### config.mk
export PLATFORM = sky130hd
export DESIGN_NAME = camera_pixel_framer
export DESIGN_NICKNAME = d
export VERILOG_FILES = /design/src/rtl/camera_pixel_framer_pkg.sv /design/src/rtl/camera_pixel_fifo.sv /design/src/rtl/camera_pixel_framer.sv
export SDC_FILE = /design/constraint.sdc
export NUM_CORES = 1
export LEC_CHECK = 0
export ABC_AREA = 1
export ABC_CLOCK_PERIOD_IN_PS = 3400
export CAP_MARGIN = 25
export CORE_ASPECT_RATIO = 1.25
export CORE_MARGIN = 1
export CORE_UTILIZATION = 50
export CTS_CLUSTER_SIZE = 8
export DETAILED_ROUTE_END_ITERATION = 16
export PLACE_DENSITY = 0.69
export SKIP_LAST_GASP = 1
export SYNTH_ARGS = -nofsm -noshare
export SYNTH_HDL_FRONTEND = slang
export SYNTH_SLANG_ARGS = --single-unit
### constraint.sdc
create_clock -name clock -period 3.4 [get_ports clock]
set_clock_uncertainty 0.05 [all_clocks]
set_input_delay 0.34 -clock clock [delete_from_list [all_inputs] [get_ports clock]]
set_output_delay 0.34 -clock clock [all_outputs]
set_load 0.01 [all_outputs]
### src/rtl/camera_pixel_framer_pkg.sv
// Shared definitions for the camera pixel framer: FSM states, beat flag layout and default widths.
// FIFO beat word layout, MSB first: {frame_start, frame_stop, line_start, line_stop, y, x, data}.
package camera_pixel_framer_pkg;

   localparam int unsigned PIXEL_WIDTH_DEF     = 10;
   localparam int unsigned COORD_WIDTH_DEF     = 10;
   localparam int unsigned FIFO_DEPTH_LOG2_DEF = 4;
   localparam int unsigned FRAME_COUNT_WIDTH   = 16;
   localparam int unsigned FLAG_WIDTH          = 4;

   // Flag bit positions relative to the base of the flag field
   localparam int unsigned FLAG_LINE_STOP   = 0;
   localparam int unsigned FLAG_LINE_START  = 1;
   localparam int unsigned FLAG_FRAME_STOP  = 2;
   localparam int unsigned FLAG_FRAME_START = 3;

   typedef enum logic [1:0] {
      ST_IDLE       = 2'd0,
      ST_WAIT_FRAME = 2'd1,
      ST_IN_FRAME   = 2'd2,
      ST_DROP       = 2'd3
   } state_e;

   typedef struct packed {
      logic frame_start;
      logic frame_stop;
      logic line_start;
      logic line_stop;
   } beat_flags_t;

   function automatic int unsigned beat_width(input int unsigned pw, input int unsigned cw);
      return FLAG_WIDTH + 2 * cw + pw;
   endfunction

endpackage

### src/rtl/camera_pixel_fifo.sv
// Synchronous FIFO with show-ahead read data, occupancy count and full/empty decode.
module camera_pixel_fifo #(
   parameter int unsigned Width     = 8,
   parameter int unsigned DepthLog2 = 4
) (
   input  logic                 clock,
   input  logic                 reset,
   input  logic                 push,
   input  logic [Width-1:0]     push_data,
   input  logic                 pop,
   output logic [Width-1:0]     pop_data_c,
   output logic                 full_c,
   output logic                 empty_c,
   output logic [DepthLog2:0]   count
);

   localparam int unsigned Depth = 1 << DepthLog2;

   logic [Width-1:0]     mem_q [Depth];
   logic [DepthLog2-1:0] wr_ptr_q, wr_ptr_d;
   logic [DepthLog2-1:0] rd_ptr_q, rd_ptr_d;
   logic [DepthLog2:0]   count_q, count_d;
   logic                 do_push_c, do_pop_c;

   assign full_c     = (count_q == (DepthLog2 + 1)'(Depth));
   assign empty_c    = (count_q == '0);
   assign do_push_c  = push && !full_c;
   assign do_pop_c   = pop && !empty_c;
   assign pop_data_c = mem_q[rd_ptr_q];
   assign count      = count_q;

   always_comb begin
      wr_ptr_d = wr_ptr_q;
      rd_ptr_d = rd_ptr_q;
      if (do_push_c) wr_ptr_d = wr_ptr_q + DepthLog2'(1);
      if (do_pop_c)  rd_ptr_d = rd_ptr_q + DepthLog2'(1);
      count_d = count_q + (DepthLog2 + 1)'(do_push_c) - (DepthLog2 + 1)'(do_pop_c);
   end

   always_ff @(posedge clock or negedge reset) begin
      if (!reset) begin
         wr_ptr_q <= '0;
         rd_ptr_q <= '0;
         count_q  <= '0;
      end else begin
         wr_ptr_q <= wr_ptr_d;
         rd_ptr_q <= rd_ptr_d;
         count_q  <= count_d;
      end
   end

   // Storage needs no reset: count gates every read
   always_ff @(posedge clock) begin
      if (do_push_c) mem_q[wr_ptr_q] <= push_data;
   end

endmodule

### src/rtl/camera_pixel_framer.sv
// Converts level-framed camera timing into a ready/valid pixel stream with coordinates and
// frame/line flags, buffered in a FIFO, plus line/frame measurements and a sticky overflow flag.
module camera_pixel_framer
   import camera_pixel_framer_pkg::*;
#(
   parameter int unsigned PixelWidth      = PIXEL_WIDTH_DEF,
   parameter int unsigned CoordinateWidth = COORD_WIDTH_DEF,
   parameter int unsigned FifoDepthLog2   = FIFO_DEPTH_LOG2_DEF
) (
   input  logic                         clock,
   input  logic                         reset,
   input  logic                         enable,
   input  logic                         in_vs,
   input  logic                         in_hs,
   input  logic                         in_valid,
   input  logic [PixelWidth-1:0]        in_d,
   output logic [PixelWidth-1:0]        out_data,
   output logic [CoordinateWidth-1:0]   out_x,
   output logic [CoordinateWidth-1:0]   out_y,
   output logic                         out_frame_start,
   output logic                         out_frame_stop,
   output logic                         out_line_start,
   output logic                         out_line_stop,
   output logic                         out_valid,
   input  logic                         out_ready,
   output logic [CoordinateWidth-1:0]   line_width,
   output logic [CoordinateWidth-1:0]   frame_height,
   output logic [FRAME_COUNT_WIDTH-1:0] frame_count,
   output logic                         overflow,
   input  logic                         clear_overflow
);

   localparam int unsigned BeatWidth = beat_width(PixelWidth, CoordinateWidth);
   localparam int unsigned FlagBase  = 2 * CoordinateWidth + PixelWidth;
   localparam int unsigned FifoDepth = 1 << FifoDepthLog2;
   localparam int unsigned OccWidth  = FifoDepthLog2 + 2;
   localparam int unsigned CW        = CoordinateWidth;

   state_e                         state_q, state_d;
   logic                           vs_q, hs_q;
   logic                           vs_rise_c, vs_fall_c, hs_rise_c, hs_fall_c;
   logic                           hold_valid_q, hold_valid_d;
   logic [BeatWidth-1:0]           hold_word_q, hold_word_d;
   logic [CW-1:0]                  x_cnt_q, x_cnt_d, y_cnt_q, y_cnt_d, x_cur_c, y_cur_c;
   logic                           line_used_q, line_used_d;
   logic                           line_pend_q, line_pend_d;
   logic                           frame_pend_q, frame_pend_d;
   logic [CW-1:0]                  line_width_q, line_width_d;
   logic [CW-1:0]                  frame_height_q, frame_height_d;
   logic [FRAME_COUNT_WIDTH-1:0]   frame_count_q, frame_count_d;
   logic                           overflow_q, overflow_d;
   logic                           out_valid_q, out_valid_d;
   logic [BeatWidth-1:0]           out_word_q, out_word_d;
   logic                           accept_c, start_c, push_c, ovf_c, commit_c, load_c, full_c;
   logic [BeatWidth-1:0]           push_word_c, new_word_c, fifo_rdata_c;
   logic                           fifo_full_c, fifo_empty_c;
   logic [FifoDepthLog2:0]         fifo_count;
   logic [OccWidth-1:0]            occupancy_c;
   beat_flags_t                    new_flags_c;

   function automatic logic [CW-1:0] sat_inc(input logic [CW-1:0] v);
      return (v == {CW{1'b1}}) ? v : v + CW'(1);
   endfunction

   assign vs_rise_c = in_vs && !vs_q;
   assign vs_fall_c = !in_vs && vs_q;
   assign hs_rise_c = in_hs && !hs_q;
   assign hs_fall_c = !in_hs && hs_q;

   assign start_c  = (state_q == ST_WAIT_FRAME) && vs_rise_c && enable;
   assign accept_c = (state_q == ST_IN_FRAME) && in_vs && in_hs && in_valid;
   assign push_c   = (state_q == ST_IN_FRAME) && hold_valid_q && (accept_c || vs_fall_c);

   // Occupancy includes the output register so the total buffered beats never exceed FifoDepth
   assign occupancy_c = OccWidth'(fifo_count) + OccWidth'(out_valid_q);
   assign full_c      = fifo_full_c || (occupancy_c >= OccWidth'(FifoDepth));
   assign ovf_c       = push_c && full_c;
   assign commit_c    = push_c && !full_c;
   assign load_c      = !fifo_empty_c && (!out_valid_q || out_ready);

   // A pixel arriving with the hs rise belongs to the new line
   assign x_cur_c = hs_rise_c ? '0 : x_cnt_q;
   assign y_cur_c = (hs_rise_c && line_used_q) ? sat_inc(y_cnt_q) : y_cnt_q;

   assign new_flags_c = '{frame_start: frame_pend_q, frame_stop: 1'b0,
                          line_start: line_pend_q | hs_rise_c, line_stop: 1'b0};
   assign new_word_c  = {new_flags_c, y_cur_c, x_cur_c, in_d};

   always_comb begin
      push_word_c = hold_word_q;
      if (vs_fall_c) begin
         push_word_c[FlagBase + FLAG_LINE_STOP]  = 1'b1;
         push_word_c[FlagBase + FLAG_FRAME_STOP] = 1'b1;
      end
   end

   camera_pixel_fifo #(
      .Width     (BeatWidth),
      .DepthLog2 (FifoDepthLog2)
   ) u_fifo (
      .clock      (clock),
      .reset      (reset),
      .push       (commit_c),
      .push_data  (push_word_c),
      .pop        (load_c),
      .pop_data_c (fifo_rdata_c),
      .full_c     (fifo_full_c),
      .empty_c    (fifo_empty_c),
      .count      (fifo_count)
   );

   always_ff @(posedge clock or negedge reset) begin
      if (!reset) state_q <= ST_IDLE;
      else        state_q <= state_d;
   end

   always_comb begin
      state_d = state_q;
      unique case (state_q)
         ST_IDLE:       if (enable && !in_vs) state_d = ST_WAIT_FRAME;
         ST_WAIT_FRAME: if (vs_rise_c) state_d = enable ? ST_IN_FRAME : ST_IDLE;
         ST_IN_FRAME: begin
            if (vs_fall_c)  state_d = enable ? ST_WAIT_FRAME : ST_IDLE;
            else if (ovf_c) state_d = ST_DROP;
         end
         ST_DROP:       if (vs_fall_c) state_d = enable ? ST_WAIT_FRAME : ST_IDLE;
         default:       state_d = ST_IDLE;
      endcase
   end

   always_comb begin
      hold_valid_d   = hold_valid_q;
      hold_word_d    = hold_word_q;
      x_cnt_d        = x_cnt_q;
      y_cnt_d        = y_cnt_q;
      line_used_d    = line_used_q;
      line_pend_d    = line_pend_q;
      frame_pend_d   = frame_pend_q;
      line_width_d   = line_width_q;
      frame_height_d = frame_height_q;
      frame_count_d  = frame_count_q;
      overflow_d     = (overflow_q && !clear_overflow) || ovf_c;
      out_valid_d    = load_c || (out_valid_q && !out_ready);
      out_word_d     = load_c ? fifo_rdata_c : out_word_q;

      if (start_c) begin
         hold_valid_d = 1'b0;
         x_cnt_d      = '0;
         y_cnt_d      = '0;
         line_used_d  = 1'b0;
         line_pend_d  = 1'b1;
         frame_pend_d = 1'b1;
      end

      if (state_q == ST_IN_FRAME) begin
         if (hs_rise_c) begin
            x_cnt_d     = '0;
            y_cnt_d     = y_cur_c;
            line_used_d = 1'b0;
            line_pend_d = 1'b1;
         end
         if (hs_fall_c && hold_valid_q) hold_word_d[FlagBase + FLAG_LINE_STOP] = 1'b1;
         if (accept_c) begin
            hold_word_d  = new_word_c;
            hold_valid_d = 1'b1;
            x_cnt_d      = sat_inc(x_cur_c);
            y_cnt_d      = y_cur_c;
            line_used_d  = 1'b1;
            line_pend_d  = 1'b0;
            frame_pend_d = 1'b0;
         end
         if (vs_fall_c || ovf_c) hold_valid_d = 1'b0;
      end

      // Measurements only follow beats that actually reached the FIFO
      if (commit_c) begin
         if (push_word_c[FlagBase + FLAG_LINE_STOP])
            line_width_d = sat_inc(push_word_c[PixelWidth +: CW]);
         if (push_word_c[FlagBase + FLAG_FRAME_STOP]) begin
            frame_height_d = sat_inc(push_word_c[PixelWidth + CW +: CW]);
            frame_count_d  = frame_count_q + FRAME_COUNT_WIDTH'(1);
         end
      end
   end

   always_ff @(posedge clock or negedge reset) begin
      if (!reset) begin
         vs_q           <= 1'b0;
         hs_q           <= 1'b0;
         hold_valid_q   <= 1'b0;
         hold_word_q    <= '0;
         x_cnt_q        <= '0;
         y_cnt_q        <= '0;
         line_used_q    <= 1'b0;
         line_pend_q    <= 1'b0;
         frame_pend_q   <= 1'b0;
         line_width_q   <= '0;
         frame_height_q <= '0;
         frame_count_q  <= '0;
         overflow_q     <= 1'b0;
         out_valid_q    <= 1'b0;
         out_word_q     <= '0;
      end else begin
         vs_q           <= in_vs;
         hs_q           <= in_hs;
         hold_valid_q   <= hold_valid_d;
         hold_word_q    <= hold_word_d;
         x_cnt_q        <= x_cnt_d;
         y_cnt_q        <= y_cnt_d;
         line_used_q    <= line_used_d;
         line_pend_q    <= line_pend_d;
         frame_pend_q   <= frame_pend_d;
         line_width_q   <= line_width_d;
         frame_height_q <= frame_height_d;
         frame_count_q  <= frame_count_d;
         overflow_q     <= overflow_d;
         out_valid_q    <= out_valid_d;
         out_word_q     <= out_word_d;
      end
   end

   assign out_valid       = out_valid_q;
   assign out_data        = out_word_q[PixelWidth-1:0];
   assign out_x           = out_word_q[PixelWidth +: CW];
   assign out_y           = out_word_q[PixelWidth + CW +: CW];
   assign out_frame_start = out_word_q[FlagBase + FLAG_FRAME_START];
   assign out_frame_stop  = out_word_q[FlagBase + FLAG_FRAME_STOP];
   assign out_line_start  = out_word_q[FlagBase + FLAG_LINE_START];
   assign out_line_stop   = out_word_q[FlagBase + FLAG_LINE_STOP];
   assign line_width      = line_width_q;
   assign frame_height    = frame_height_q;
   assign frame_count     = frame_count_q;
   assign overflow        = overflow_q;

endmodule

==> summary.md <==
| Metric | Value |
|---|---|
| CTS tree | built |
| Seq/Total Area, Yosys | 0.6953 |
| Buf/Inv on CP | 1 |
| Final Max Tran Viols | 0 |
| RSZ-0062 raised after global routing | false |
| Sw frac | 0.3500 |
| Initial Util | 0.5094 |
| Internal Dissipation | 18,580 uW |
| DRC viols | 0 |
| Via count | 20.13k |
| Reg-to-Reg Start | u_fifo.count[2] |
| CP peak stage delay | 410 ps |
| Layout area overhead | 17.06% |
| CP max-delay cell | fa_1 |
| Post-CTS Resized | 0 |
| Fin crit share | 0.7805 |
| Min Tclk post-route | 2654 ps |
| Measured slew at the worst slew-check pin | 1026 ps |
| Syn Area/Cell | 10.87 um2 |
| Pre-antenna DRT Iters | 6 |
| Core Box Area | 56,440 um2 |
| Clk_lat worst skew | 630 ps |
| GRT Total Usage | 0.2506 |
| IO Pins | 90 |
| Worst hold path type | primary input to register |
| CTS H-Tree Depth | 3 |
| CP Capture Type | register |
| Reg2Reg Depth | 11 |
| Die ar. | 58,470 um2 |
| Top Layer Used | met4 |
| Die H | 270.1 um |
| Vias/cell | 5.596 |
| Clock share of power | 0.307 |
| Synthesized instance count | 2,645 |
| DR iter-0 viols | 1,888 |
| Layout cells sized above 1 | 0.08129 |
| Per-cell routed wire length | 20.02 um |
| Post-Syn Area | 28,750 um2 |
| Port Buffer Count | 89 |
| Power Density | 849.3 nW/um2 |
| Initial antenna violation count | 1 |
| First-pass GRT wire length | 112,700 um |
| Most frequent cells in the layout | nand2_1 (855), edfxtp_1 (544), nand3_1 (360) |
| Reg-to-Reg End | u_fifo.count[4] |
| Post-CTS Setup Repair Bufs | 0 |
| Final GP Congestion | 0.8502 |
| Clock Tree Buf Depth | 3 |
| Final Hold Vio Count | 0 |
| Peak supply drop | 0.5517 mV |
| Routed Wire Length | 72,000 um |
| R2R Setup Slk | 750 ps |
| Sequential share of power | 0.404 |
| FMAX | 376.8 MHz |
| Sink Count | 690 |
| P_leak | 0.01314 uW |
| GRT Residual Overflow | 0 |
| Total Nets Final | 2,816 |
| Final setup violation count | 0 |
| # Max-Cap Violations | 0 |
| Wl on met1 | 29,370 um |
| Crit path DAT | 3100 ps |
| Fillers | 4,483 |
| Die extent in x | 216.5 um |
| Hold path depth | 1 |
| CTS Buf Count | 96 |
| Hold EP | vs_q |
| Critical Path RT | 3840 ps |
| Routed wl met3 | 4452 um |
| Slew HR | 0.3160 |
| Vias in the first global route | 20.09k |
| Yosys reg bits | 690 |
| DR WL met2 | 35,950 um |
| Diode count | 0 |
| Row count | 97 |
| CP startpoint kind | register |
| Net Switching | 10,010 uW |
| Logic pwr share | 0.288 |
| Yosys cell types | 40 |
| Commonest non-fill, non-tap cell in the layout | nand2_1 |
| Crit-path leading delay family | adder cells |
| Hold Crit Start | in_vs |
| WS Path Type | register to register |
| Synthesis warning total | 0 |
| Clk root buf | clkbuf_16 |
| Sum Neg Setup Slack | 0 ps |
| Syn_nets | 2,683 |
| CP cell instances | ha_1 -> nand2_1 -> o21ai_0 -> nand3_1 -> nor2_8 -> ha_1 -> inv_1 -> fa_1 -> o21ai_0 -> a21oi_1 -> xor2_1 |
| Largest net degree at the start of global routing | 118 |
| Status | completed |
| Clk pin slew, worst setup/hold paths | 50 ps |
| Crit-path max FO | 7 |
| Dpl hpwl | 43,280 um |
| Layout Utilization | 0.5963 |
| Antenna-violating nets left | 0 |
per-layer routing:
layer | up-vias | track usage
li1 | 9359 | -
met1 | 9894 | 0.3271
met2 | 736 | 0.4226
met3 | 136 | 0.03435
met4 | 0 | 0.1008
met5 | - | 0
worst max-delay path by stage:
stage | from | depth (start not counted) | end
2_1_floorplan | u_fifo.count[2] | 8 | u_fifo.mem_q[0][0]
3_3_place_gp | in_hs | 11 | u_fifo.count[4]
3_5_place_dp | in_hs | 11 | u_fifo.count[4]
4_1_cts | u_fifo.count[2] | 11 | u_fifo.count[4]
5_1_grt | u_fifo.count[2] | 11 | u_fifo.count[4]
6_report | u_fifo.count[2] | 11 | u_fifo.count[4]
sequential cells by signal, indices dropped and copies added, names as in the netlist:
name and cells:
vs_q 1, state_q 2, y_cnt_q 10, hold_valid_q 1, line_width 10, frame_height 10, u_fifo.mem_q 544, out_valid 1
line_used_q 1, line_pend_q 1, x_cnt_q 10, frame_count 16, out_word_q 34, frame_pend_q 1, hold_word_q 33, u_fifo.rd_ptr_q 4
u_fifo.wr_ptr_q 4, hs_q 1, overflow 1, u_fifo.count 5
kinds of logic (layout without fill, tap and decap cells):
family | Yosys count | in the layout | share of synthesized area
buf+inv | 240 | 449 | 0.03451
xor+xnor | 33 | 33 | 0.01005
flops | 690 | 690 | 0.6953
compound gates | 265 | 265 | 0.04901
simple gates | 1397 | 1397 | 0.2022
fa+ha+maj | 20 | 20 | 0.008966
power groups by stage:
stage	registers, uW	logic, uW	clock network (uW)
4_1_cts	11600	8240	8920
2_1_floorplan	11500	4960	0
3_3_place_gp	11700	8040	0
6_report	11600	8250	8790
3_5_place_dp	11700	8190	0
5_1_grt	11700	9130	9270
worst reg2reg max path, cell delays in order (launching register included):
cell and delay (ps):
dfrtp_1 400, ha_1 190, nand2_1 60, o21ai_0 220
nand3_1 230, nor2_8 230, ha_1 200, inv_1 60
fa_1 410, o21ai_0 210, a21oi_1 120, xor2_1 150
Yosys cell counts, drive strengths merged:
library cell / count / area, um2
nand2: 862 / 3256
dfrtp: 146 / 3654
clkinv: 2 / 12.51
nor2: 148 / 589.3
edfxtp: 544 / 16340
inv: 103 / 386.6
or2: 2 / 12.51
o22ai: 23 / 143.9
buf: 63 / 322.8
nand3b: 2 / 15.01
a31oi: 4 / 25.02
a21oi: 96 / 488.0
xor2: 22 / 192.7
nand3: 360 / 1802
nand4: 12 / 75.07
and2: 2 / 12.51
a21boi: 10 / 75.07
xnor2: 11 / 96.34
nor3: 9 / 50.05
ha: 19 / 237.7
clkbuf: 72 / 270.3
fa: 1 / 20.02
o21ai: 130 / 661.9
o21a: 1 / 7.510
o211ai: 1 / 7.510
area by class of cell:
class	instances	area, um2	area share
Clock buffer	170	2723	0.08090
Clock inverter	4	63.81	0.001896
Inverter	105	405.4	0.01205
Multi-Input combinational cell	1715	7895	0.2346
Sequential cell	690	20000	0.5942
Tap cell	742	928.4	0.02759
Timing Repair Buffer	170	1640	0.04874
per-stage QoR:
stage	cell area [um2]	hold slack, ps	power [uW]	instances	worst slack [ps]
2_1_floorplan	28750	-5.591	16420	2645	141.4
3_3_place_gp	30860	384.4	19690	3421	476.0
3_5_place_dp	30860	372.2	19890	3421	413.9
4_1_cts	33650	173.8	28720	3596	753.9
5_1_grt	33650	207.3	30060	3596	615.1
6_report	33650	192.0	28580	3596	746.2
what timing repair did:
| item | CTS | global route |
|---|---|---|
| endpoints found under the setup margin | 0 | 0 |
| endpoints found under the hold margin | 69 | 0 |
| hold buffers | 1 | 0 |
Note: power is estimated with default switching activity, not from simulation.
